<file path="src/rtl/mem_arbiter.sv">
// Two-port memory arbiter: instruction fetch port and data load/store port share one physical port.
// Define MEM_ARBITER_RR_EN to alternate grants when both ports request; the default gives the data port fixed priority.
`timescale 1ns/1ps
module mem_arbiter (
  input  logic        clk,
  input  logic        reset,
  // instruction side
  input  logic        mem_read1,
  input  logic [15:0] mem_addr1,
  output logic [15:0] mem_rdata1,
  output logic        mem_resp1,
  // data side
  input  logic        mem_read2,
  input  logic        mem_write2,
  input  logic [15:0] mem_addr2,
  input  logic [15:0] mem_wdata2,
  input  logic [1:0]  mem_byte_enable2,
  output logic [15:0] mem_rdata2,
  output logic        mem_resp2,
  // physical side
  output logic        pmem_read,
  output logic        pmem_write,
  output logic [15:0] pmem_address,
  output logic [15:0] pmem_wdata,
  output logic [1:0]  pmem_byte_enable,
  input  logic [15:0] pmem_rdata,
  input  logic        pmem_resp
);

  typedef enum logic [1:0] {
    StIdle   = 2'd0,
    StServeI = 2'd1,
    StServeD = 2'd2
  } state_e;

  state_e      state_q, state_d;
  logic        rd_q, rd_d;
  logic        wr_q, wr_d;
  logic [15:0] addr_q, addr_d;
  logic [15:0] wdata_q, wdata_d;
  logic [1:0]  be_q, be_d;
  logic        req_d;
  logic        grant_d;
  logic        grant_i;

`ifdef MEM_ARBITER_RR_EN
  // 1 = instruction port won the last grant, 0 = data port
  logic        last_i_q, last_i_d;
`endif

  assign req_d = mem_read2 | mem_write2;

  always_comb begin
    grant_d = req_d;
    grant_i = mem_read1 & ~req_d;
`ifdef MEM_ARBITER_RR_EN
    if (req_d && mem_read1) begin
      grant_d = last_i_q;
      grant_i = ~last_i_q;
    end
`endif
  end

  always_comb begin
    state_d = state_q;
    rd_d    = rd_q;
    wr_d    = wr_q;
    addr_d  = addr_q;
    wdata_d = wdata_q;
    be_d    = be_q;
`ifdef MEM_ARBITER_RR_EN
    last_i_d = last_i_q;
`endif
    unique case (state_q)
      StIdle: begin
        if (grant_d) begin
          state_d = StServeD;
          addr_d  = mem_addr2;
          wdata_d = mem_wdata2;
          be_d    = mem_byte_enable2;
          // read and write together resolve to a write
          wr_d    = mem_write2;
          rd_d    = ~mem_write2;
`ifdef MEM_ARBITER_RR_EN
          last_i_d = 1'b0;
`endif
        end else if (grant_i) begin
          state_d = StServeI;
          addr_d  = mem_addr1;
          wdata_d = '0;
          be_d    = '0;
          wr_d    = 1'b0;
          rd_d    = 1'b1;
`ifdef MEM_ARBITER_RR_EN
          last_i_d = 1'b1;
`endif
        end
      end
      StServeI, StServeD: begin
        if (pmem_resp) begin
          state_d = StIdle;
          rd_d    = 1'b0;
          wr_d    = 1'b0;
        end
      end
      default: begin
        state_d = StIdle;
        rd_d    = 1'b0;
        wr_d    = 1'b0;
      end
    endcase
  end

  always_ff @(posedge clk or posedge reset) begin
    if (reset) begin
      state_q <= StIdle;
      rd_q    <= 1'b0;
      wr_q    <= 1'b0;
      addr_q  <= '0;
      wdata_q <= '0;
      be_q    <= '0;
`ifdef MEM_ARBITER_RR_EN
      last_i_q <= 1'b0;
`endif
    end else begin
      state_q <= state_d;
      rd_q    <= rd_d;
      wr_q    <= wr_d;
      addr_q  <= addr_d;
      wdata_q <= wdata_d;
      be_q    <= be_d;
`ifdef MEM_ARBITER_RR_EN
      last_i_q <= last_i_d;
`endif
    end
  end

  assign pmem_read        = rd_q;
  assign pmem_write       = wr_q;
  assign pmem_address     = addr_q;
  assign pmem_wdata       = wdata_q;
  assign pmem_byte_enable = be_q;

  assign mem_resp1  = pmem_resp & (state_q == StServeI);
  assign mem_resp2  = pmem_resp & (state_q == StServeD);
  assign mem_rdata1 = pmem_rdata;
  assign mem_rdata2 = pmem_rdata;

endmodule

</file>
<file path="config.mk">
export PLATFORM = sky130hd
export DESIGN_NAME = mem_arbiter
export DESIGN_NICKNAME = d
export VERILOG_FILES = /design/src/rtl/mem_arbiter.sv
export SDC_FILE = /design/constraint.sdc
export NUM_CORES = 1
export LEC_CHECK = 0
export BUFFER_PORTS_ARGS = -buffer_cell sky130_fd_sc_hd__buf_4
export CAP_MARGIN = 0
export CORE_ASPECT_RATIO = 1.2
export CORE_MARGIN = 2
export CORE_UTILIZATION = 30
export CTS_BUF_LIST = sky130_fd_sc_hd__clkbuf_8
export CTS_CLUSTER_SIZE = 12
export DETAILED_ROUTE_END_ITERATION = 7
export PLACE_DENSITY = 0.69
export SETUP_SLACK_MARGIN = 0.02
export SYNTH_ARGS = -nofsm -noshare
export SYNTH_HDL_FRONTEND = slang
export SYNTH_SLANG_ARGS = --single-unit
</file>
<file path="constraint.sdc">
create_clock -name clk -period 1.6 [get_ports clk]
set_input_delay 0.08 -clock clk [delete_from_list [all_inputs] [get_ports clk]]
set_output_delay 0.08 -clock clk [all_outputs]
set_load 0.03 [all_outputs]
</file>
==> run metrics <==
Tmin final=roughly 1.4 ns; synthesized area=0.00193 sq mm; Sw Share=0.430; CTS clock-pin slew for the worst setup and hold paths=0.08 ns; DP HPWL=3020 um; clock tree sinks=38; die width=just under 80 um; outcome=finished, final reports clean; layout cells sized above 1=0.443; overflow left after global routing=0; TritonCTS clock tree=done; antenna violations before repair=0; Antenna Nets Post-Route=0; root cell of the clock tree=clkbuf_8; Yosys top cell by area=dfrtp_1; Synth Instances=170; total I/O pin count=142; crit path DAT=1.62 ns; MaxCap Viol Count=0; critical path class=reg2reg; Tot GR Track Use=0.127; Final Net Count=320; syn_area_per_cell=11.4 sq um; global-route wire length before repair=7180 um; # diodes=0; port bufs=93; Util after Layout=0.428; DR vias/cell=about 4.4; FF+latch count, synth=38; die span in y=91.9 um; H-tree depth=2; sequential share of the synthesized area=0.493; Num CTS Buffers=5; FMAX=693 MHz; full die area=0.00710 sq mm; gp weighted congestion=0.687; postcts setup bufs=0; Post-synth EDFFs=0; max-slew violations=0; post-synth cell types=20; ys async rst share=1.00; DR top layer=met4; Synth Flop Type=dfrtp_1; Crit path required time=roughly 1.8 ns; Setup TNS=0 ns; CP max FO=8; largest net degree at the start of global routing=51; flop-to-flop setup slack=0.16 ns; met2 routed WL=2240 um; Final setup viols=0; # DRC=0; Worst Skew=between 0.006 and 0.007 ns; Pre-antenna DRT Iters=4; row cnt=32; P_leak=approximately 1.3 nW; syn_nets=approximately 250; Seq pwr share=0.309; top cells by area, synth=dfrtp_1 (49%), buf_4 (13%), mux2i_1 (8.3%); post-synth top area share=0.493; Initial Util=0.305; core area=0.00633 sq mm; drt first-iter violations=59; critical path capture point type=register; Pwr Density=2020 mW/mm^2; worst-margin pin slew=0.470 ns; Psw=between 2 and 2.5 mW; via count=1460; Routed WL=around 4200 um; # fillers=635; Max VDD drop=about 0.73 mV; clk_lat worst skew=between 0.2 and 0.3 ns; Syn. warnings=0; Comb power frac=0.545; Hold WC Path Type=in2reg; Pint=3.12 mW; area grow syn2layout=40.1%; Clock Power Share=0.146; Final Hold Fails=0; Clock Path Buffers=2; wl on met1=1620 um; WL per Instance=about 13 um; Max transition margin=0.687; vias in the first global route=1582; routed length on met3=around 280 um; part of the cycle the worst path needs=0.902; CP Launch Type=register; unrepaired setup endpoints after global routing=yes
repair_timing:
item / CTS / global route
hold buffers: 12 / 0
endpoints found under the setup margin: 0 / 18
resized for setup: 0 / 1
hold endpoints to repair: 49 / 0
flip-flops by register name, indices dropped and copies added, names as in the netlist:
name and cells:
pmem_address 16, pmem_byte_enable 2, pmem_read 1, pmem_wdata 16
pmem_write 1, state_q 2
area by class of cell:
type                       instances  area [sq um]  share of cell area
timing repair buffer             109           886               0.327
clock buffer                       5          68.8              0.0254
sequential                        38           951               0.352
multi-input combinational         88           641               0.237
clock inverter                     3          41.3              0.0153
tap                               85           106              0.0393
inverter                           3          11.3             0.00416
final timing paths:
kind / start / to / cells after the start
setup / recovery: state_q[1] / pmem_write / 5
hold / removal: mem_wdata2[3] / pmem_wdata[3] / 2
min in group asynchronous: reset / pmem_wdata[5] / 4
setup reg to reg: state_q[1] / pmem_write / 5
hold reg to reg: pmem_address[8] / pmem_address[8] / 2
max in group asynchronous: reset / pmem_address[14] / 4
metal layers:
metal | up-vias | GRT usage
met5 | - | 0
met4 | 0 | 0.0491
met3 | 15 | 0.0433
met2 | 59 | 0.217
met1 | 685 | 0.146
li1 | 701 | -
synthesized netlist by cell type, drive strengths merged (2+ instances only):
cell type	count
mux2i	16
inv	3
nand2	18
nand2b	3
buf	40
o21ai	17
a21oi	5
and2	2
ha	3
dfrtp	38
a22o	18
power by group through the flow:
stage                     logic, mW  clock network [mW]  registers (mW)
after floorplan                1.30                   0            2.54
after global routing           3.26               0.870            1.75
after detailed placement       3.00                   0            1.70
after global placement         2.93                   0            1.70
final                          2.98               0.799            1.69
after CTS                      3.02               0.830            1.69
placed cells by master (no fill, tap or decap):
cell type      count
a21oi_1            5
nand2_1           18
o21ai_1           16
nor2b_2            1
or2_2              1
a32o_1             1
dfrtp_1           38
o21bai_1           1
a22o_1            18
ha_1               2
buf_12             3
o31ai_4            1
clkinvlp_4         1
bufinv_16          1
nand2b_1           3
buf_4             94
mux2i_1           16
inv_1              4
ha_2               1
o21ai_0            1
and2_1             2
dlygate4sd3_1     12
clkbuf_8           5
nor2_8             1
cells by family after synthesis:
kind of cell | Yosys count | share of synthesized area
compound gates | 43 | 0.159
fa+ha+maj | 3 | 0.0194
simple gates | 26 | 0.0693
buf+inv | 44 | 0.177
flops | 38 | 0.493
mux | 16 | 0.0830
worst max-delay path, stage by stage, from the launching register on:
cell and delay, ns:
dfrtp_1 0.39, inv_1 0.10, ha_2 0.27, nand2b_1 0.22, o21ai_0 0.15, a32o_1 0.22
metrics by stage:
stage	area, sq um	setup slack [ns]	std cells	hold WS (ns)	power, mW
after global placement	2470	0.148	311	0.160	4.63
after detailed placement	2470	0.0605	311	0.160	4.70
after CTS	2700	0.0605	331	0.00124	5.54
final	2710	0.157	331	0.0104	5.47
after global routing	2710	0.0136	331	0.00239	5.88
after floorplan	1930	0.211	170	0.213	3.84
No activity file was read; power rests on OpenSTA's default activity.
